[src/rtl/alu_ctrl_pkg.sv]
// Shared ALU opcodes and execute-unit state encoding.
// Imported by the ALU control decoder and the execute unit.
package alu_ctrl_pkg;

    localparam logic [3:0] ALU_AND  = 4'b0000;
    localparam logic [3:0] ALU_OR   = 4'b0001;
    localparam logic [3:0] ALU_ADD  = 4'b0010;
    localparam logic [3:0] ALU_SUB  = 4'b0110;
    localparam logic [3:0] ALU_SLT  = 4'b0111;
    localparam logic [3:0] ALU_SLTU = 4'b1001;
    localparam logic [3:0] ALU_XOR  = 4'b1100;
    localparam logic [3:0] ALU_SLL  = 4'b1110;
    localparam logic [3:0] ALU_SRL  = 4'b1101;
    localparam logic [3:0] ALU_SRA  = 4'b1111;

    typedef enum logic [1:0] {
        ST_IDLE,
        ST_SHIFT,
        ST_HOLD
    } alu_state_e;

    typedef enum logic [1:0] {
        SH_LL,
        SH_RL,
        SH_RA
    } shift_op_e;

    function automatic logic is_shift(input logic [3:0] c);
        return (c == ALU_SLL) || (c == ALU_SRL) || (c == ALU_SRA);
    endfunction

endpackage

[src/rtl/alu_exec_unit_if.sv]
// Operand/result handshake bundle of the execute-stage ALU.
interface alu_exec_unit_if #(
    parameter int XLEN = 32
);
    logic            in_valid;
    logic            in_ready;
    logic [3:0]      alu_ctrl;
    logic [XLEN-1:0] src_a;
    logic [XLEN-1:0] src_b;
    logic            out_valid;
    logic            out_ready;
    logic [XLEN-1:0] result;
    logic            zero;
    logic            illegal;

    modport master (
        output in_valid, alu_ctrl, src_a, src_b, out_ready,
        input  in_ready, out_valid, result, zero, illegal
    );

    modport slave (
        input  in_valid, alu_ctrl, src_a, src_b, out_ready,
        output in_ready, out_valid, result, zero, illegal
    );

endinterface

[src/rtl/alu_serial_shifter.sv]
// Iterative shifter: moves up to SHIFT_STEP bits per cycle.
module alu_serial_shifter
    import alu_ctrl_pkg::*;
#(
    parameter int XLEN       = 32,
    parameter int SHIFT_STEP = 1,
    localparam int SW        = $clog2(XLEN)
) (
    input  logic            clk,
    input  logic            rst_n,
    input  logic            clear,
    input  logic            load,
    input  shift_op_e       load_op,
    input  logic [XLEN-1:0] load_val,
    input  logic [SW-1:0]   load_amt,
    output logic [XLEN-1:0] next_val,
    output logic            done
);

    localparam logic [SW-1:0] STEP = SW'(SHIFT_STEP);

    logic [XLEN-1:0] work_q, work_d;
    logic [SW-1:0]   rem_q, rem_d;
    shift_op_e       op_q, op_d;
    logic [SW-1:0]   step;

    always_comb begin
        step = (rem_q > STEP) ? STEP : rem_q;
        unique case (op_q)
            SH_LL:   next_val = work_q << step;
            SH_RL:   next_val = work_q >> step;
            // msb never changes under >>>, so it stays the original sign
            default: next_val = $signed(work_q) >>> step;
        endcase
        done = (rem_q != '0) && (rem_q <= STEP);
    end

    always_comb begin
        work_d = work_q;
        rem_d  = rem_q;
        op_d   = op_q;
        if (clear) begin
            rem_d = '0;
        end else if (load) begin
            work_d = load_val;
            rem_d  = load_amt;
            op_d   = load_op;
        end else if (rem_q != '0) begin
            work_d = next_val;
            rem_d  = rem_q - step;
        end
    end

    always_ff @(posedge clk or negedge rst_n) begin
        if (!rst_n) begin
            work_q <= '0;
            rem_q  <= '0;
            op_q   <= SH_LL;
        end else begin
            work_q <= work_d;
            rem_q  <= rem_d;
            op_q   <= op_d;
        end
    end

endmodule

[src/rtl/alu_exec_unit.sv]
// Execute-stage ALU: single-cycle ops plus multi-cycle serial shifts,
// valid/ready on both sides, registered result/zero/illegal.
module alu_exec_unit
    import alu_ctrl_pkg::*;
#(
    parameter int XLEN       = 32,
    parameter int SHIFT_STEP = 1
) (
    input  logic         clk,
    input  logic         rst_n,
    input  logic         flush,
    alu_exec_unit_if.slave bus
);

    localparam int SW = $clog2(XLEN);

    alu_state_e      state_q, state_d;
    logic [XLEN-1:0] result_q, result_d;
    logic            zero_q, zero_d;
    logic            illegal_q, illegal_d;

    logic [XLEN-1:0] alu_res;
    logic            alu_legal;
    logic [SW-1:0]   shamt;
    shift_op_e       sh_op;
    logic            sh_load;
    logic [XLEN-1:0] sh_next;
    logic            sh_done;
    logic            in_ready;

    assign shamt    = bus.src_b[SW-1:0];
    assign in_ready = (state_q == ST_IDLE) ||
                      ((state_q == ST_HOLD) && bus.out_ready);

    always_comb begin
        alu_res   = '0;
        alu_legal = 1'b1;
        unique case (bus.alu_ctrl)
            ALU_AND:  alu_res = bus.src_a & bus.src_b;
            ALU_OR:   alu_res = bus.src_a | bus.src_b;
            ALU_ADD:  alu_res = bus.src_a + bus.src_b;
            ALU_SUB:  alu_res = bus.src_a - bus.src_b;
            ALU_XOR:  alu_res = bus.src_a ^ bus.src_b;
            ALU_SLT:  alu_res = {{(XLEN-1){1'b0}},
                                 $signed(bus.src_a) < $signed(bus.src_b)};
            ALU_SLTU: alu_res = {{(XLEN-1){1'b0}}, bus.src_a < bus.src_b};
            // only reached with shamt == 0
            ALU_SLL, ALU_SRL, ALU_SRA: alu_res = bus.src_a;
            default:  alu_legal = 1'b0;
        endcase
    end

    always_comb begin
        unique case (bus.alu_ctrl)
            ALU_SLL: sh_op = SH_LL;
            ALU_SRL: sh_op = SH_RL;
            default: sh_op = SH_RA;
        endcase
    end

    always_comb begin
        state_d   = state_q;
        result_d  = result_q;
        zero_d    = zero_q;
        illegal_d = illegal_q;
        sh_load   = 1'b0;
        if (flush) begin
            state_d = ST_IDLE;
        end else begin
            unique case (state_q)
                ST_SHIFT: begin
                    if (sh_done) begin
                        result_d  = sh_next;
                        zero_d    = (sh_next == '0);
                        illegal_d = 1'b0;
                        state_d   = ST_HOLD;
                    end
                end
                default: begin
                    if (bus.in_valid && in_ready) begin
                        if (is_shift(bus.alu_ctrl) && (shamt != '0)) begin
                            sh_load = 1'b1;
                            state_d = ST_SHIFT;
                        end else begin
                            result_d  = alu_res;
                            zero_d    = (alu_res == '0);
                            illegal_d = !alu_legal;
                            state_d   = ST_HOLD;
                        end
                    end else if (state_q == ST_HOLD && bus.out_ready) begin
                        state_d = ST_IDLE;
                    end
                end
            endcase
        end
    end

    always_ff @(posedge clk or negedge rst_n) begin
        if (!rst_n) begin
            state_q   <= ST_IDLE;
            result_q  <= '0;
            zero_q    <= 1'b0;
            illegal_q <= 1'b0;
        end else begin
            state_q   <= state_d;
            result_q  <= result_d;
            zero_q    <= zero_d;
            illegal_q <= illegal_d;
        end
    end

    alu_serial_shifter #(
        .XLEN       (XLEN),
        .SHIFT_STEP (SHIFT_STEP)
    ) u_shifter (
        .clk      (clk),
        .rst_n    (rst_n),
        .clear    (flush),
        .load     (sh_load),
        .load_op  (sh_op),
        .load_val (bus.src_a),
        .load_amt (shamt),
        .next_val (sh_next),
        .done     (sh_done)
    );

    assign bus.in_ready  = in_ready;
    assign bus.out_valid = (state_q == ST_HOLD);
    assign bus.result    = result_q;
    assign bus.zero      = zero_q;
    assign bus.illegal   = illegal_q;

endmodule

[src/flat_wrapper.sv]
// flat-port wrapper written by rule: the top's interface ports become plain ports
module alu_exec_unit_flat import alu_ctrl_pkg::*;
#(
    parameter int XLEN       = 32,
    parameter int SHIFT_STEP = 1
)
  (clk, rst_n, flush, bus_in_valid, bus_alu_ctrl, bus_src_a, bus_src_b, bus_out_ready, bus_in_ready, bus_out_valid, bus_result, bus_zero, bus_illegal);
  alu_exec_unit_if #(.XLEN(XLEN)) bus_i ();
  input  logic clk;
  input  logic rst_n;
  input  logic flush;
  input wire logic [$bits(bus_i.in_valid)-1:0] bus_in_valid;
  input wire logic [$bits(bus_i.alu_ctrl)-1:0] bus_alu_ctrl;
  input wire logic [$bits(bus_i.src_a)-1:0] bus_src_a;
  input wire logic [$bits(bus_i.src_b)-1:0] bus_src_b;
  input wire logic [$bits(bus_i.out_ready)-1:0] bus_out_ready;
  output wire logic [$bits(bus_i.in_ready)-1:0] bus_in_ready;
  output wire logic [$bits(bus_i.out_valid)-1:0] bus_out_valid;
  output wire logic [$bits(bus_i.result)-1:0] bus_result;
  output wire logic [$bits(bus_i.zero)-1:0] bus_zero;
  output wire logic [$bits(bus_i.illegal)-1:0] bus_illegal;
  assign bus_i.in_valid = bus_in_valid;
  assign bus_i.alu_ctrl = bus_alu_ctrl;
  assign bus_i.src_a = bus_src_a;
  assign bus_i.src_b = bus_src_b;
  assign bus_i.out_ready = bus_out_ready;
  assign bus_in_ready = bus_i.in_ready;
  assign bus_out_valid = bus_i.out_valid;
  assign bus_result = bus_i.result;
  assign bus_zero = bus_i.zero;
  assign bus_illegal = bus_i.illegal;
  alu_exec_unit #(.XLEN(XLEN), .SHIFT_STEP(SHIFT_STEP)) u_core (.clk(clk), .rst_n(rst_n), .flush(flush), .bus(bus_i));
endmodule
[config.mk]
export PLATFORM = sky130hd
export DESIGN_NAME = alu_exec_unit_flat
export DESIGN_NICKNAME = d
export VERILOG_FILES = /design/src/rtl/alu_ctrl_pkg.sv /design/src/rtl/alu_exec_unit_if.sv /design/src/rtl/alu_serial_shifter.sv /design/src/rtl/alu_exec_unit.sv /design/src/flat_wrapper.sv
export SDC_FILE = /design/constraint.sdc
export NUM_CORES = 1
export LEC_CHECK = 0
export BUFFER_PORTS_ARGS = -buffer_cell sky130_fd_sc_hd__buf_2
export CAP_MARGIN = 20
export CORE_AREA = 2 2 164 166
export DETAILED_ROUTE_END_ITERATION = 16
export DIE_AREA = 0 0 166 168
export PLACE_DENSITY = 0.67
export SETUP_SLACK_MARGIN = 0.5
export SLEW_MARGIN = 20
export SYNTH_ARGS = -nofsm -noshare
export SYNTH_HDL_FRONTEND = slang
export SYNTH_SLANG_ARGS = --single-unit
[constraint.sdc]
create_clock -name clk -period 3.3 [get_ports clk]
set_clock_uncertainty 0.2 [all_clocks]
set_input_delay 0.495 -clock clk [delete_from_list [all_inputs] [get_ports clk]]
set_output_delay 0.495 -clock clk [all_outputs]
set_load 0.05 [all_outputs]
# == Yosys cells after proc, flatten, opt, wreduce, memory -nomap -nowiden ==
# Index checks and enable logic that the tools add are counted.
# word_totals
regBits,75
output_inout_bits,36
in_bits,73
wordCells,93
# op_classes
n_eq_ne,15
mux,32
reduce_logical,25
magnitude_cmp,4
n_addsub,3
shift,3
n_bitwise,4
# ops
cell,n
32-bit case mux with 8 select lines,1
32-bit two-way mux,6
32-bit logical NOT,2
32-bit less-than comparator,2
32-bit case mux with 2 select lines,1
32-bit adder,1
32-bit bitwise AND,1
32-bit bitwise OR,1
32-bit by 5-bit << shifter with 32-bit output,1
32-bit by 5-bit >> shifter with 32-bit output,1
32-bit by 5-bit >>> shifter with 32-bit output,1
32-bit subtractor,1
32-bit bitwise XOR,1
"4-bit == test, second input constant",5
5-bit two-way mux,4
1-bit two-way mux,13
2-bit two-way mux,6
5-bit nonzero test,2
10-bit OR reduction,1
"4-bit by 3-bit == test with 1-bit output, second input constant",2
2-bit AND reduction,3
"5-bit by 1-bit > comparator with 1-bit output, second input constant",1
"5-bit by 1-bit less-or-equal comparator with 1-bit output, second input constant",1
5-bit subtractor,1
19 further kinds,27

# == Logic depth before layout (Yosys ltp) ==
# Gate-level depths: netlist (run 1).
# depth
word_depth,10
mapped_depth,15
mapped_depth_nobuf,14

# == Hierarchy ==
# A second synthesis (run 1) with hierarchy kept.
# hier_totals
cells_unflattened,1444
hier_area_um2,11230.8
# modules_own_cells
module,area_each_um2,n_inst,seq_area_each_um2,cells_each
alu_exec_unit,8187.9,1,900.9,1144
alu_serial_shifter,3042.9,1,975.9,300

# == Worst setup path after synthesis (run 1) ==
# No wires, ideal clock.
# synth_path
kind,input port to flip-flop
from,input port bus_src_a[0]
to,register u_core.zero_q (netlist: u_core.bus.zero)
path_buffers,0
setup_ns,0.077
cell_stages,14
required_time_ns,3.023
setup_slack_ns,-0.157
t_arrival_ns,3.180
path_cell_list,inv_1 -> ha_1 -> fa_1 -> nor2_1 -> o311ai_2 -> a211oi_4 -> o211ai_2 -> a31o_1 -> o31a_1 -> a221o_1 -> a21oi_1 -> a21boi_1 -> nand4_1 -> o21ai_1
# synth_between
elab_chain_cells,6
word_cells_on_any_way,12
classes_between,2 x add/sub; 2 x order compare; 4 x mux; 3 x bitwise; 1 x reduce/logical
# synth_lines
element,line,text
"start, declared",flat_wrapper.sv:14,input wire logic [$bits(bus_i.src_a)-1:0] bus_src_a;
"32-bit subtractor, or another cell as far along",alu_exec_unit.sv:42,ALU_SUB: alu_res = bus.src_a - bus.src_b;
32-bit case mux with 8 select lines *,alu_exec_unit.sv:38,unique case (bus.alu_ctrl)
32-bit logical NOT *,alu_exec_unit.sv:86,zero_d = (alu_res == '0);
1-bit two-way mux *,alu_exec_unit.sv:81,if (is_shift(bus.alu_ctrl) && (shamt != '0)) begin
1-bit two-way mux *,alu_exec_unit.sv:80,if (bus.in_valid && in_ready) begin
1-bit two-way mux *,alu_exec_unit.sv:70,unique case (state_q)
"end signal, assigned",alu_exec_unit.sv:107,zero_q <= zero_d;
"end, declared",alu_exec_unit.sv:19,"logic zero_q, zero_d;"
# Mark *: on every way between the ends. The rest lies on a longest branch, timed or not. The select of a mux whose other input is x is not followed.
# A chain may end at the register's enable or synchronous reset.

# == Final worst setup path (run 1) ==
# layout_path
from,input port bus_src_b[3]
to,register u_core.result_q[31] (netlist: u_core.bus.result[31])
# layout_between
elab_chain_cells,5
word_cells_on_any_way,10
classes_between,2 x add/sub; 1 x eq/ne; 4 x mux; 3 x reduce/logical
# layout_lines
element,line,text
"start, declared",flat_wrapper.sv:15,input wire logic [$bits(bus_i.src_b)-1:0] bus_src_b;
32-bit subtractor or 32-bit adder (tied branches),"alu_exec_unit.sv:42, alu_exec_unit.sv:41",
32-bit case mux with 8 select lines,alu_exec_unit.sv:38,
32-bit two-way mux,alu_exec_unit.sv:81,
32-bit two-way mux,alu_exec_unit.sv:80,
32-bit two-way mux,alu_exec_unit.sv:70,
"end signal, assigned",alu_exec_unit.sv:106,result_q <= result_d;
"end, declared",alu_exec_unit.sv:18,"logic [XLEN-1:0] result_q, result_d;"
# Several ways; a longest one is shown, not always the timed one. The select of a mux whose other input is x is not followed.

==> results of run 1 <==
==> state kept, by name, summed over array words and instances, names as in the netlist <==
signal / cells
u_core.bus.illegal: 1
u_core.bus.result: 32
u_core.bus.zero: 1
u_core.state_q: 2
u_core.u_shifter.op_q: 2
u_core.u_shifter.rem_q: 5
u_core.u_shifter.work_q: 32
==> through the flow <==
stage	hold slack (ps)	cell area (sq um)	worst slack (ps)	setup TNS [ps]	utilization, %
3_5_place_dp	265	14200	-853	-11520	53.8
3_3_place_gp	256	14200	-863	-9740	53.8
5_1_grt	157	15400	-349	-2380	58.5
2_1_floorplan	-0.591	10600	-27.4	-27.4	-
6_report	79.1	15400	-217	-1040	58.5
4_1_cts	138	15100	-213	-1100	57.2
==> worst min-delay path by stage <==
| stage | from | end | slack (ps) | cells after the start |
|---|---|---|---|---|
| after global routing | flush | u_core.state_q[1] | 160 | 2 |
| after detailed placement | u_core.bus.illegal | u_core.bus.illegal | 270 | 2 |
| final | rst_n | u_core.bus.result[18] | 80 | 1 |
| after floorplan | rst_n | u_core.bus.illegal | -0.6 | 0 |
| after CTS | flush | u_core.state_q[1] | 140 | 2 |
| after global placement | u_core.bus.result[21] | u_core.bus.result[21] | 260 | 2 |
==> metal layers <==
metal	global-route usage (%)	wire length [um]
met1	40.4	18900
met2	48.3	19500
met4	9.19	1390
met3	6.18	3510
met5	0	0
==> kinds of logic (layout without fill, tap and decap cells) <==
group / count (synthesis) / count (layout)
AOI/OAI and AO/OA: 510 / 510
adders and majority gates: 112 / 112
and+or+nand+nor: 501 / 501
xor gates and xnor gates: 4 / 4
buffers and inverters: 198 / 634
muxes: 50 / 50
DFF: 75 / 75
==> layout make-up <==
cell class	count	share of cell area (%)
sequential	75	12.2
timing repair buffer	519	24.6
inverter	99	2.80
clock inverter	2	0.389
tap	341	2.77
multi-input combinational	1177	55.7
clock buffer	14	1.58
==> cell usage in the layout, fill, tap and decap left out, types with 9 or more instances in the layout <==
cell       count
buf_4        398
nand2_1      169
nor2_1       144
o21ai_0      129
a21oi_1      117
buf_2         99
ha_1          92
inv_1         78
dfrtp_1       75
mux2i_1       48
nor3_1        24
nor4_1        21
a21o_1        21
a21oi_2       20
nand4_1       16
nand3_1       16
o221ai_1      16
o21ai_1       15
ha_4          15
nor2b_1       13
nand2b_1      13
a211oi_1      13
buf_6         13
inv_2         12
o21ai_2       11
a221oi_1      11
or3_1         10
o21a_1        10
o31ai_1       10
a221o_1        9
clkbuf_16      9
==> timing repair <==
action / CTS / global route
endpoints found under the setup margin: 68 / 65
gates resized for setup: 109 / 49
pin swaps: 44 / 32
setup buffers: 11 / 13
==> report_power, final <==
group | leakage [nW] | internal [mW] | switching, mW
Sequential | 0.998 | 1.11 | 0.163
Clock | 0.145 | 0.663 | 0.361
Combinational | 6.20 | 1.29 | 1.85
Total | 7.34 | 3.06 | 2.37
==> worst max-delay path, cell delays in order <==
cell	delay, ps
buf_2	110
buf_4	130
ha_1	220
a21o_4	230
a31oi_4	200
a211oi_2	120
or3b_4	460
a31oi_4	250
buf_6	140
o21ai_2	100
a21bo_2	270
a31oi_4	170
a21oi_2	90
a211oi_2	350
buf_4	170
a21o_1	70
==> results.yml, run 1 <==
power:
  peakVddDrop_uv: 480
  power_density_nw_per_um2: 352
  total_power_mw: 5.44
  cellLeakagePower_nw: 7.34
route:
  routedWlPerCell_um: 19.4
  route.final.wire_length_um: 43300
  detail_route.iter0.violations: 1272
  drtAntennaViolNets: 0
  vias_per_cell: 5.70
  remaining_drc_errors: 0
  num_vias: 12700
  firstDrtPassIters: 5
global_route:
  grt_overflow: 0
  vias_in_the_first_global_route: 12100
  grt_pass1_wl_um: 66800
  grt_max_degree: 76
  total_routing_resource_utilization_after_global_routing_pct: 30.0
  antenna_found_initial: 0
synth:
  synth.yosys.warnings: 0
  ys_seq_elements: 75
  synthMostInstantiatedCell: "nand2_1"
  synth_nets: 1635
  synth-simple-area-share_pct: 22.7
  netlist_top_cells_count: "173 x nand2_1, 151 x nor2_1, 142 x o21ai_0"
  post_synth_num_cell_types: 93
  synthCells: 1450
  synth.yosys.seq_area_share_pct: 18.3
  post_synthesis_share_of_cell_area_spent_on_full_adders_half_adders_and_majority_gates_pct: 13.8
  synth-xor-area-share_pct: 0.341
  syn_area_cell_sq_um: 7.09
  postSynth.asyncResetShare_pct: 100
  synth.largest_area_cell: "dfrtp_1"
  synth.cell_area_sq_um: 10300
  synth_top_family_by_area: "compound AO/OA/AOI/OAI gates"
  post-synth-top-area-fraction_pct: 18.3
  synth-compound-area-share_pct: 32.5
  netlist_top_cells_area: "dfrtp_1 18%, ha_1 13%, o21ai_0 6.9%"
  synth_edf_count: 0
  synth_flop_cell: "dfrtp_1"
  synth.mux.area_fraction_pct: 4.88
worst_setup_path:
  setup.reg_to_reg.worst_slack_ps: 200
  ff2ff_path_depth: 10
  crit_arrival_ps: 3600
  timing_worst_setup_path_type: "primary input to register"
  largest_fanout_of_any_net_on_the_critical_path: 4
  worst_ep_required_time_ps: 3380
  worst_setup_path_end_kind: "register"
  worstSetupEndpoint: "u_core.bus.result[31]"
  critPathLaunch: "bus_src_b[3]"
  worst_flop_to_flop_path_startpoint: "u_core.u_shifter.rem_q[3]"
  crit_path_start_kind: "primary input"
  worstReg2RegEnd: "u_core.bus.zero"
place:
  port_buffers: 108
  detailedPlacementHpwl_um: 34400
  place.detailed.instances: 2187
  finalWeightedCongestion: 0.982
floorplan:
  die-height_um: 168
  num_io_pins: 109
  initial_util_pct: 39.0
  die_area_sq_um: 27900
  std_cell_rows: 60
  die_x_um: 166
  core_footprint_sq_um: 26400
timing:
  slew_worst_pin_ps: 947
  relSlewSlack_pct: 36.9
  timing_max_transition_violations_final: 0
  grt_setup_unrepaired: "true"
  hold_viol_final: 0
  final-setup-viol-count: 10
  timing.fmax_mhz: 284
  final_critical_path_setup_slack_ps: -217
  fin_crit_ps: 3520
  min_period_over_period_pct: 107
clocking:
  clock_latency_ps: 340
  h-tree-depth: 3
  cts-hold-fix-buffers: 0
  clk_pin_slew_ps: 50
  numCtsBuffers: 9
  cts_tree: "yes"
  ctsRootBufferMaster: "clkbuf_16"
  clk_path_buf_depth: 2
  clock-sinks: 75
status:
  status: "finished with violations"
  violations: "negative setup slack"
final_layout:
  multi_input_area_sq_um: 8600
  fill_cell_total_of_the_finished_layout: 2435
  diodes: 0
  finalNonFillerCells: 2227
  area_growth_pct: 50.1
  drive_above_1_share_pct: 37.7
  final-seq-area_sq_um: 1880
  fin_nets: 2066
run:
  drv_cap: 0
min_path:
  hold_class: "primary input to async pin"
No activity file was read; power rests on OpenSTA's default activity.
==> inputs of run 2 (changes only) <==
CORE_AREA = 2 2 155 157   (was 2 2 164 166)
DIE_AREA = 0 0 157 159   (was 0 0 166 168)
PLACE_DENSITY = 0.73   (was 0.67)
==> results.yml, run 2 (synthesis results as in run 1) <==
status:
  status: "finished with violations"
  violations: "negative setup slack"
clocking:
  ctsRootBufferMaster: "clkbuf_16"
  cts_tree: "yes"
  h-tree-depth: 3
  clock_latency_ps: 340
  clock-sinks: 75
  clk_path_buf_depth: 2
  clk_pin_slew_ps: 60
  numCtsBuffers: 9
route:
  routedWlPerCell_um: 20.4
  remaining_drc_errors: 0
  firstDrtPassIters: 6
  route.final.wire_length_um: 45100
  vias_per_cell: 5.92
  drtAntennaViolNets: 0
  detail_route.iter0.violations: 1270
  num_vias: 13100
worst_setup_path:
  crit_path_start_kind: "primary input"
  ff2ff_path_depth: 12
  worstReg2RegEnd: "u_core.bus.zero"
  critical_path_cell_by_cell: "buf_12 -> inv_12 -> ha_4 -> fa_2 -> nor2_4 -> o311ai_4 -> a211oi_4 -> o211ai_2 -> a31o_1 -> o31a_1 -> a221o_1 -> a21oi_4 -> a21boi_2 -> nand4_1 -> o21ai_1"
  largest_fanout_of_any_net_on_the_critical_path: 4
  worst_ep_required_time_ps: 3370
  timing_worst_setup_path_type: "primary input to register"
  worst_flop_to_flop_path_startpoint: "u_core.u_shifter.rem_q[1]"
  worst_setup_path_end_kind: "register"
  critical_path.max_stage_delay_ps: 420
  crit_arrival_ps: 3590
  setup.reg_to_reg.worst_slack_ps: 210
  critical-path-slowest-cell: "fa_2"
floorplan:
  die_x_um: 157
  core_footprint_sq_um: 23200
  num_io_pins: 109
  die-height_um: 159
  initial_util_pct: 44.3
  std_cell_rows: 56
  die_area_sq_um: 25000
power:
  total_power_mw: 5.53
  cellLeakagePower_nw: 7.43
  peakVddDrop_uv: 363
  power_density_nw_per_um2: 351
final_layout:
  diodes: 0
  fin_nets: 2072
  mostFrequentLayoutCell: "buf_4"
  drive_above_1_share_pct: 39.8
  fill_cell_total_of_the_finished_layout: 1921
  layout_common_cells: "386 x buf_4, 169 x nand2_1, 143 x nor2_1"
  area_growth_pct: 53.2
timing:
  final-setup-viol-count: 12
  timing_max_transition_violations_final: 0
  min_period_over_period_pct: 107
  finalSetupTns_ps: -1070
  final_critical_path_setup_slack_ps: -221
  fin_crit_ps: 3520
  fin_hold_ws_ps: 114
  hold_viol_final: 0
  grt_setup_unrepaired: "true"
  timing.fmax_mhz: 284
  slew_worst_pin_ps: 967
  relSlewSlack_pct: 35.5
run:
  drv_cap: 0
global_route:
  grt_pass1_wl_um: 68700
  grt_max_degree: 76
  vias_in_the_first_global_route: 12500
  antenna_found_initial: 0
  total_routing_resource_utilization_after_global_routing_pct: 34.9
  grt_overflow: 0
place:
  finalWeightedCongestion: 1.04
  port_buffers: 108
  detailedPlacementHpwl_um: 35300
min_path:
  hold_class: "primary input to async pin"
## run 2: worst max-delay path by stage
stage | start | end | slack (ps)
6_report | bus_src_a[0] | u_core.bus.zero | -220
5_1_grt | bus_src_b[1] | u_core.bus.zero | -310
4_1_cts | bus_src_b[1] | u_core.bus.zero | -170
3_5_place_dp | bus_src_b[1] | u_core.bus.zero | -720
3_3_place_gp | bus_src_a[12] | u_core.bus.zero | -720
2_1_floorplan | bus_src_a[0] | u_core.bus.zero | -30
## run 2: cell type report
type / instances / area (sq um) / share of cell area (%)
inverters: 99 / 439 / 2.79
multi-input cells: 1177 / 8790 / 55.8
clock buffers: 10 / 239 / 1.52
repair buffers: 525 / 3930 / 25.0
well taps: 319 / 399 / 2.54
clock inverters: 6 / 65.1 / 0.413
flip-flops and latches: 75 / 1880 / 11.9
## run 2: worst max-delay path: cells and delay by family
family                     cells  cell delay, ps
AOI/OAI and AO/OA              9            2150
and+or+nand+nor                2             230
buffers and inverters          2             130
adders and majority gates      2             570
## run 2: stage by stage
| stage | worst slack, ps | utilization, % | instances | area, sq um |
|---|---|---|---|---|
| 2_1_floorplan | -27.4 | - | 1450 | 10600 |
| 3_3_place_gp | -716 | 61.0 | 2158 | 14100 |
| 3_5_place_dp | -724 | 61.0 | 2158 | 14100 |
| 4_1_cts | -168 | 66.5 | 2204 | 15400 |
| 5_1_grt | -314 | 67.8 | 2211 | 15700 |
| 6_report | -221 | 67.8 | 2211 | 15700 |
## run 2: metal layers
| layer | wire [um] | vias to the layer above | GRT usage (%) |
|---|---|---|---|
| li1 | - | 6123 | - |
| met1 | 19500 | 6179 | 48.7 |
| met2 | 20300 | 674 | 56.5 |
| met3 | 3790 | 115 | 4.08 |
| met4 | 1510 | 0 | 10.4 |
| met5 | 0 | - | 0 |
## run 2: power breakdown
group	switching (mW)	total [mW]	internal, mW
combinational	1.92	3.26	1.33
clock	0.390	0.994	0.604
sequential	0.168	1.28	1.11
total	2.48	5.53	3.05
## run 2: what timing repair did
action	in CTS	in global routing
resized for setup	170	59
setup endpoints to repair	28	55
hold buffers	0	0
pin swaps	80	53
buffers inserted	30	7
